File: src/rtl/uart_tx_fifo_if.sv
// Host and transmitter handshake bundle for uart_tx_fifo.
//   slave  : the FIFO side (takes host writes and tx status, drives flags/launch)
//   master : the host + transmitter side
// Host signals: wr_en, wr_data -> ; <- full, empty, count, overflow (, afull)
// Transmitter signals: <- tx_start, din ; -> tx_idle, tx_done
// afull is present only when UART_TX_FIFO_AFULL_EN is defined.
interface uart_tx_fifo_if #(
  parameter int unsigned DBITS  = 8,
  parameter int unsigned ADDR_W = 4
);
  logic              wr_en;
  logic [DBITS-1:0]  wr_data;
  logic              full;
  logic              empty;
  logic [ADDR_W:0]   count;
  logic              overflow;
`ifdef UART_TX_FIFO_AFULL_EN
  logic              afull;
`endif
  logic              tx_start;
  logic [DBITS-1:0]  din;
  logic              tx_idle;
  logic              tx_done;

`ifdef UART_TX_FIFO_AFULL_EN
  modport slave (
    input  wr_en, wr_data, tx_idle, tx_done,
    output full, empty, count, overflow, afull, tx_start, din
  );
  modport master (
    output wr_en, wr_data, tx_idle, tx_done,
    input  full, empty, count, overflow, afull, tx_start, din
  );
`else
  modport slave (
    input  wr_en, wr_data, tx_idle, tx_done,
    output full, empty, count, overflow, tx_start, din
  );
  modport master (
    output wr_en, wr_data, tx_idle, tx_done,
    input  full, empty, count, overflow, tx_start, din
  );
`endif
endinterface

File: src/rtl/uart_tx_fifo.sv
// Circular byte FIFO in front of a UART transmitter plus the launch FSM that
// feeds it one byte at a time over the tx_start/din/tx_idle/tx_done handshake.
// Ports:
//   clk  : system clock
//   rst  : asynchronous active-low reset (shared with the transmitter)
//   bus  : uart_tx_fifo_if.slave (host write side + transmitter launch side)
// Optional feature: define UART_TX_FIFO_AFULL_EN to add parameter AFULL_LVL
// and the afull flag (count >= AFULL_LVL).
module uart_tx_fifo #(
  parameter int unsigned DBITS     = 8,
  parameter int unsigned ADDR_W    = 4
`ifdef UART_TX_FIFO_AFULL_EN
  , parameter int unsigned AFULL_LVL = 12
`endif
) (
  input  logic          clk,
  input  logic          rst,
  uart_tx_fifo_if.slave bus
);

  localparam int unsigned DEPTH = 1 << ADDR_W;
  localparam int unsigned CNT_W = ADDR_W + 1;

  typedef enum logic [1:0] {
    S_IDLE   = 2'd0,
    S_LAUNCH = 2'd1,
    S_BUSY   = 2'd2
  } state_e;

  logic [DBITS-1:0]  mem_q [DEPTH];
  logic [ADDR_W-1:0] wr_ptr_q, wr_ptr_d;
  logic [ADDR_W-1:0] rd_ptr_q, rd_ptr_d;
  logic [CNT_W-1:0]  count_q, count_d;
  logic              overflow_q;
  state_e            state_q;
  logic              tx_start_q;
  logic [DBITS-1:0]  din_q;

  logic full_w, empty_w, accept_w, pop_w;

  // Flags decoded straight from the occupancy register
  assign full_w  = (count_q == CNT_W'(DEPTH));
  assign empty_w = (count_q == '0);

  assign accept_w = bus.wr_en && !full_w;
  assign pop_w    = (state_q == S_IDLE) && !empty_w && bus.tx_idle;

  // Pointer and occupancy next-state
  always_comb begin
    wr_ptr_d = wr_ptr_q;
    rd_ptr_d = rd_ptr_q;
    count_d  = count_q;
    if (accept_w) wr_ptr_d = wr_ptr_q + ADDR_W'(1);
    if (pop_w)    rd_ptr_d = rd_ptr_q + ADDR_W'(1);
    unique case ({accept_w, pop_w})
      2'b10:   count_d = count_q + CNT_W'(1);
      2'b01:   count_d = count_q - CNT_W'(1);
      default: count_d = count_q;
    endcase
  end

  // Storage array; contents are meaningless once pointers are reset
  always_ff @(posedge clk) begin
    if (accept_w) mem_q[wr_ptr_q] <= bus.wr_data;
  end

  // Pointer, occupancy and overflow registers
  always_ff @(posedge clk or negedge rst) begin
    if (!rst) begin
      wr_ptr_q   <= '0;
      rd_ptr_q   <= '0;
      count_q    <= '0;
      overflow_q <= 1'b0;
    end else begin
      wr_ptr_q   <= wr_ptr_d;
      rd_ptr_q   <= rd_ptr_d;
      count_q    <= count_d;
      overflow_q <= bus.wr_en && full_w;
    end
  end

  // Launch FSM: pop at launch, hold tx_start one cycle, then wait for tx_done
  always_ff @(posedge clk or negedge rst) begin
    if (!rst) begin
      state_q    <= S_IDLE;
      tx_start_q <= 1'b0;
      din_q      <= '0;
    end else begin
      unique case (state_q)
        S_IDLE: begin
          if (pop_w) begin
            tx_start_q <= 1'b1;
            din_q      <= mem_q[rd_ptr_q];
            state_q    <= S_LAUNCH;
          end
        end
        S_LAUNCH: begin
          tx_start_q <= 1'b0;
          state_q    <= S_BUSY;
        end
        S_BUSY: begin
          if (bus.tx_done) state_q <= S_IDLE;
        end
        default: begin
          tx_start_q <= 1'b0;
          state_q    <= S_IDLE;
        end
      endcase
    end
  end

  assign bus.full     = full_w;
  assign bus.empty    = empty_w;
  assign bus.count    = count_q;
  assign bus.overflow = overflow_q;
  assign bus.tx_start = tx_start_q;
  assign bus.din      = din_q;

`ifdef UART_TX_FIFO_AFULL_EN
  assign bus.afull = (count_q >= CNT_W'(AFULL_LVL));
`endif

endmodule

File: src/flat_wrapper.sv
// flat-port wrapper written by rule: the top's interface ports become plain ports
module uart_tx_fifo_flat 
#(
  parameter int unsigned DBITS     = 8,
  parameter int unsigned ADDR_W    = 4

)
  (clk, rst, bus_wr_en, bus_wr_data, bus_tx_idle, bus_tx_done, bus_full, bus_empty, bus_count, bus_overflow, bus_tx_start, bus_din);
  uart_tx_fifo_if #(.DBITS(DBITS), .ADDR_W(ADDR_W)) bus_i ();
  input  logic clk;
  input  logic rst;
  input wire logic [$bits(bus_i.wr_en)-1:0] bus_wr_en;
  input wire logic [$bits(bus_i.wr_data)-1:0] bus_wr_data;
  input wire logic [$bits(bus_i.tx_idle)-1:0] bus_tx_idle;
  input wire logic [$bits(bus_i.tx_done)-1:0] bus_tx_done;
  output wire logic [$bits(bus_i.full)-1:0] bus_full;
  output wire logic [$bits(bus_i.empty)-1:0] bus_empty;
  output wire logic [$bits(bus_i.count)-1:0] bus_count;
  output wire logic [$bits(bus_i.overflow)-1:0] bus_overflow;
  output wire logic [$bits(bus_i.tx_start)-1:0] bus_tx_start;
  output wire logic [$bits(bus_i.din)-1:0] bus_din;
  assign bus_i.wr_en = bus_wr_en;
  assign bus_i.wr_data = bus_wr_data;
  assign bus_i.tx_idle = bus_tx_idle;
  assign bus_i.tx_done = bus_tx_done;
  assign bus_full = bus_i.full;
  assign bus_empty = bus_i.empty;
  assign bus_count = bus_i.count;
  assign bus_overflow = bus_i.overflow;
  assign bus_tx_start = bus_i.tx_start;
  assign bus_din = bus_i.din;
  uart_tx_fifo #(.DBITS(DBITS), .ADDR_W(ADDR_W)) u_core (.clk(clk), .rst(rst), .bus(bus_i));
endmodule
File: config.mk
export PLATFORM = sky130hd
export DESIGN_NAME = uart_tx_fifo_flat
export DESIGN_NICKNAME = d
export VERILOG_FILES = /design/src/rtl/uart_tx_fifo_if.sv /design/src/rtl/uart_tx_fifo.sv /design/src/flat_wrapper.sv
export SDC_FILE = /design/constraint.sdc
export NUM_CORES = 1
export LEC_CHECK = 0
export CAP_MARGIN = 5
export CORE_MARGIN = 2
export CORE_UTILIZATION = 45
export CTS_CLUSTER_SIZE = 14
export DETAILED_ROUTE_END_ITERATION = 16
export HOLD_SLACK_MARGIN = 0.02
export MAX_ROUTING_LAYER = met4
export SLEW_MARGIN = 10
export SYNTH_ARGS = -nofsm -noshare
export SYNTH_HDL_FRONTEND = slang
export SYNTH_SLANG_ARGS = --single-unit
export TNS_END_PERCENT = 100
File: constraint.sdc
create_clock -name clk -period 9.1 [get_ports clk]
set_input_delay 1.82 -clock clk [delete_from_list [all_inputs] [get_ports clk]]
set_output_delay 1.82 -clock clk [all_outputs]
set_load 0.1 [all_outputs]
==> results.py, run 1 <==
metrics = {
    "route": {
        "routedWlPerCell_um": 21.0,
        "drt_pass1_iterations": 4,
        "m1WireLength_um": 5120,
        "wl_met3_um": 489,
        "routed_wl_um": 11700,
        "drc": 0,
        "wl_met2_um": 5850,
        "vias_per_cell": 5.35,
        "drtAntennaViolNets": 0,
        "top_layer": "met4",
        "drt-initial-drc-count": 190,
        "routed-via-count": 2972,
    },
    "global_routing": {
        "grt_max_degree": 36,
        "grt_pass1_vias": 3162,
        "grt_pass1_wl_um": 18300,
        "antenna_found_initial": 0,
        "grt.overflow.total": 0,
        "grt.total_usage": 0.182,
    },
    "floorplanning": {
        "ios": 30,
        "start_util": 0.465,
        "fp.dieW_um": 121,
        "core_area_um2": 13300,
        "die-area_um2": 14800,
        "die_y_um": 121,
        "rows": 42,
    },
    "worst_setup_path": {
        "critPathLaunchType": "flip-flop",
        "required_ps": 7280,
        "arrival_ps": 2670,
        "end_kind": "primary output",
        "r2r_slack_ps": 5860,
        "crit_type": "flip-flop to primary output",
        "crit_path_max_fanout": 5,
    },
    "sta": {
        "fin_ws_ps": 4610,
        "tns_ps": 0,
        "maxSlewViolCount": 0,
        "rsz0062_at_grt": "false",
        "post-route-period-util": 0.493,
        "whs_ps": 494,
        "relSlewSlack": 0.252,
        "finalSetupViolations": 0,
        "min_period_ps": 4490,
        "timing.fmax_mhz": 223,
        "hold_violations": 0,
        "tightest_slew_ps": 1120,
        "finClkSkew_ps": 6.15,
    },
    "cells_and_area": {
        "n_antenna_cell": 0,
        "finalNetCount": 390,
        "drive_gt1_frac": 0.161,
        "syn2layout_area_growth_pct": 16.9,
    },
    "yosys": {
        "synth_seq_cells": 153,
        "yosysSeqAreaShare": 0.720,
        "yosys_warnings": 0,
        "synthArstFlopShare": 0.163,
        "synthFlopType": "edfxtp_1",
        "synth_area_leaders": "edfxtp_1, dfrtp_1, mux4_1, mux4_2, ha_1",
        "synth_top_cell_area_share": 0.619,
        "synth_fp_nets": 357,
        "ys_types": 36,
        "netlist.top_cell.by_area": "edfxtp_1",
        "syn_area_per_cell_um2": 18.6,
        "synth_cells": 334,
        "yosysMostFrequentCell": "edfxtp_1",
        "synth.top_cells.by_count": "edfxtp_1, nand2_1, dfrtp_1, mux4_1",
        "synth_edf_count": 128,
        "syn_area_um2": 6210,
    },
    "power_and_ir_drop": {
        "cellPowerDensity_nw_per_um2": 353,
        "peakVddDrop_uv": 160,
        "p_int_mw": 1.65,
        "power_leakage_nw": 2.54,
        "combPwrFrac": 0.325,
        "switchingPower_mw": 0.911,
        "seq_power_share": 0.392,
        "p_clk_frac": 0.283,
        "switching_share": 0.356,
    },
    "clock_tree": {
        "cts_root_buffer": "clkbuf_16",
        "clock_sinks": 153,
        "postCtsHoldBufs": 0,
        "cts_buffer_depth": 2,
        "cts_setup_buffers": 0,
        "clk_latency_ps": 420,
        "h-tree-depth": 4,
        "post_cts_resized": 0,
        "cts_tree": "yes",
        "cts_inserted_buffers": 17,
        "clkTransAtPathRegs_ps": 60,
    },
    "outcome": {
        "status": "complete, no violations",
    },
    "min_path": {
        "worstHoldPathType": "flip-flop to flip-flop",
    },
    "placement": {
        "place_congestion": 0.773,
        "port_buffers": 29,
        "dp_hpwl_um": 7200,
        "pre_cts_slack_ps": 4320,
    },
    "run": {
        "max_cap_violations": 0,
    },
}
through the flow:
| stage | utilization | instances | area, µm² | power [mW] |
|---|---|---|---|---|
| 2_1_floorplan | - | 334 | 6210 | 1.66 |
| 3_3_place_gp | 0.498 | 524 | 6650 | 1.85 |
| 3_5_place_dp | 0.498 | 524 | 6650 | 1.86 |
| 4_1_cts | 0.544 | 556 | 7260 | 2.59 |
| 5_1_grt | 0.544 | 556 | 7260 | 2.68 |
| 6_report | 0.544 | 556 | 7260 | 2.56 |
sequential cells by signal, summed over array words and instances, names as in the netlist:
signal	flops
u_core.wr_ptr_q	4
u_core.bus.count	5
u_core.bus.overflow	1
u_core.bus.din	8
u_core.bus.tx_start	1
u_core.mem_q	128
u_core.state_q	2
u_core.rd_ptr_q	4
worst max-delay path, cell delays in order, from the launching register on:
cell and delay, ps:
dfrtp_1 430, nor4_1 430, nor2b_1 230, clkdlybuf4s50_1 1150
cell type report:
type	count	area (µm²)
flip-flops and latches	153	4470
multi-input cells	152	1610
repair buffers	32	313
clock inverters	13	175
well taps	176	220
fillers	1084	6090
clock buffers	19	433
inverters	11	41.3
cell families after synthesis:
family / Yosys count / share of synthesized area
flip-flops: 153 / 0.720
AND/OR/NAND/NOR: 58 / 0.0425
multiplexers: 50 / 0.157
buffers and inverters: 29 / 0.0252
AO/OA/AOI/OAI: 24 / 0.0203
XOR/XNOR: 10 / 0.0141
adder cells (fa/ha/maj): 10 / 0.0214
power groups by stage:
stage               clock [mW]  combinational (mW)  sequential (mW)
floorplan                    0               0.506             1.15
global placement             0               0.832             1.02
detailed placement           0               0.842             1.02
CTS                      0.736               0.844             1.01
global route             0.764               0.892             1.03
finish                   0.725               0.834             1.00
cells in the final DEF, fill, tap and decap left out, types with 2 or more instances in the layout:
cell type	instances
edfxtp_1	128
nand2_1	29
clkdlybuf4s50_1	29
dfrtp_1	24
mux4_1	17
clkbuf_16	17
mux4_2	15
o21ai_1	15
nor2_1	12
inv_1	10
mux2i_1	10
ha_1	9
mux2_2	8
xnor2_1	8
o21ai_0	5
nor3_2	4
bufinv_16	4
clkinv_1	4
nand2b_1	3
clkinvlp_4	3
buf_4	3
nor2b_1	2
a21oi_1	2
xor2_1	2
nand4_1	2
inv_6	2
clkbuf_1	2
final timing paths:
path                            cells after the start                 from                   to
worst max-delay path                                3  u_core.bus.count[0]            bus_empty
worst min-delay path                                2    u_core.bus.din[2]    u_core.bus.din[2]
worst max register to register                     11  u_core.bus.count[0]  u_core.bus.count[4]
worst min register to register                      2    u_core.bus.din[2]    u_core.bus.din[2]
max in group asynchronous                           2                  rst   u_core.rd_ptr_q[0]
min in group asynchronous                           2                  rst  u_core.bus.count[1]
routing by layer:
metal	GRT usage	up-vias
met5	-	-
met4	0.0819	0
met2	0.286	63
met1	0.229	1522
met3	0.0423	16
li1	-	1371
Power figures use the tool's default switching activity.
==> inputs of run 2 (changes only) <==
Clock period 9.1 ns to 3.79 ns, I/O delays scaled along.
==> results.py, run 2 (same netlist as run 1, synthesis figures left out) <==
metrics = {
    "route": {
        "routedWlPerCell_um": 19.9,
        "routed-via-count": 3073,
        "drt-initial-drc-count": 285,
        "drt_pass1_iterations": 4,
        "drc": 0,
        "routed_wl_um": 11400,
        "vias_per_cell": 5.34,
        "drtAntennaViolNets": 0,
    },
    "cells_and_area": {
        "final_cell_mix": "edfxtp_1, nand2_1, clkdlybuf4s50_1, buf_4, dfrtp_1",
        "regMostFlops": "u_core.mem_q",
        "n_antenna_cell": 0,
        "fill_cells": 1051,
        "largest_reg_flops": 128,
        "finalNetCount": 410,
        "syn2layout_area_growth_pct": 18.2,
        "final_common_cell": "edfxtp_1",
        "final_cells": 576,
        "fin_area_um2": 7340,
        "drive_gt1_frac": 0.198,
    },
    "global_routing": {
        "antenna_found_initial": 0,
        "grt_pass1_wl_um": 17600,
        "grt_pass1_vias": 3132,
        "grt.total_usage": 0.175,
        "grt_max_degree": 26,
        "grt.overflow.total": 0,
    },
    "clock_tree": {
        "clock_sinks": 153,
        "h-tree-depth": 4,
        "clkTransAtPathRegs_ps": 50,
        "cts_root_buffer": "clkbuf_16",
        "cts_tree": "yes",
        "cts_inserted_buffers": 17,
        "post_cts_resized": 0,
        "postCtsHoldBufs": 0,
        "clk_latency_ps": 420,
        "cts_setup_buffers": 0,
        "cts_buffer_depth": 2,
    },
    "floorplanning": {
        "core_area_um2": 13300,
        "die_y_um": 121,
        "ios": 30,
        "fp.dieW_um": 121,
        "start_util": 0.465,
        "die-area_um2": 14800,
        "rows": 42,
    },
    "run": {
        "max_cap_violations": 0,
    },
    "sta": {
        "finalSetupViolations": 0,
        "whs_ps": 482,
        "tightest_slew_ps": 1100,
        "hold_violations": 0,
        "rsz0062_at_grt": "false",
        "tns_ps": 0,
        "timing.fmax_mhz": 312,
        "maxSlewViolCount": 0,
        "post-route-period-util": 0.847,
        "min_period_ps": 3210,
        "finClkSkew_ps": 6.70,
        "relSlewSlack": 0.267,
    },
    "worst_setup_path": {
        "required_ps": 4080,
        "crit_type": "flip-flop to flip-flop",
        "end_kind": "flip-flop",
        "arrival_ps": 3500,
        "critPathLaunch": "u_core.bus.count[0]",
        "worstReg2RegStart": "u_core.bus.count[0]",
        "critPathLaunchType": "flip-flop",
        "crit_path_max_fanout": 9,
    },
    "power_and_ir_drop": {
        "switchingPower_mw": 2.12,
        "seq_power_share": 0.391,
        "switching_share": 0.351,
        "peakVddDrop_uv": 424,
        "cellPowerDensity_nw_per_um2": 825,
        "power_mw": 6.06,
        "combPwrFrac": 0.346,
        "p_int_mw": 3.93,
        "p_clk_frac": 0.264,
        "power_leakage_nw": 2.63,
    },
    "min_path": {
        "worstHoldPathType": "flip-flop to flip-flop",
        "hold_start": "u_core.bus.din[7]",
    },
    "outcome": {
        "status": "complete, no violations",
    },
    "placement": {
        "port_buffers": 29,
        "place_congestion": 0.735,
        "placed_cell_area_um2": 6790,
        "dp_hpwl_um": 7230,
        "post-place-cells": 544,
    },
}
## run 2: cell types whose count changed in the layout (fill, tap and decap cells not counted), moves of 3 or more
cell / delta
nor3_2: -4
nor3_1: +4
clkinv_1: -4
buf_4: +22
clkinvlp_4: -3
clkbuf_1: +7
## run 2: worst max-delay path: stages (launching register included)
cell	delay, ps
dfrtp_2	440
nor4_1	500
nand2_1	130
and2_1	280
inv_1	90
ha_1	210
inv_1	100
fa_1	400
nor2b_1	110
o21ai_0	110
nand3_1	110
or3b_2	450
xnor2_1	140
## run 2: layer usage
metal | vias to the layer above | routed length (µm) | GRT usage
met5 | - | 0 | -
met4 | 0 | 127 | 0.0582
met3 | 12 | 508 | 0.0484
met2 | 60 | 5680 | 0.277
met1 | 1595 | 5130 | 0.221
li1 | 1406 | - | -
## run 2: path summary, 6_finish.rpt
kind,endpoint,slack (ps),depth (start not counted)
max in group asynchronous,u_core.rd_ptr_q[0],2810,2
min in group asynchronous,u_core.bus.count[0],710,2
worst max-delay path,u_core.bus.count[4],580,12
worst min register to register,u_core.bus.din[7],480,2
worst min-delay path,u_core.bus.din[7],480,2
worst max register to register,u_core.bus.count[4],580,12
## run 2: final cells by class
cell class | instances | area, µm² | share of cell area
well taps | 176 | 220 | 0.0300
repair buffers | 52 | 458 | 0.0624
clock inverters | 4 | 70.1 | 0.00954
flip-flops and latches | 153 | 4470 | 0.609
multi-input cells | 152 | 1590 | 0.217
inverters | 11 | 41.3 | 0.00562
clock buffers | 28 | 487 | 0.0663
## run 2: per-stage QoR
| step | util | worst slack, ps |
|---|---|---|
| final | 0.550 | 581 |
| after global routing | 0.550 | 325 |
| after CTS | 0.550 | 592 |
| after detailed placement | 0.508 | 251 |
| after global placement | 0.508 | 292 |
| after floorplan | - | 0.104 |
## run 2: power groups by stage
stage | Combinational (mW) | Clock (mW) | Sequential, mW
after floorplan | 1.22 | 0 | 2.77
after global placement | 2.10 | 0 | 2.39
after detailed placement | 2.12 | 0 | 2.41
after CTS | 2.12 | 1.63 | 2.38
after global routing | 2.25 | 1.69 | 2.41
final | 2.09 | 1.60 | 2.37
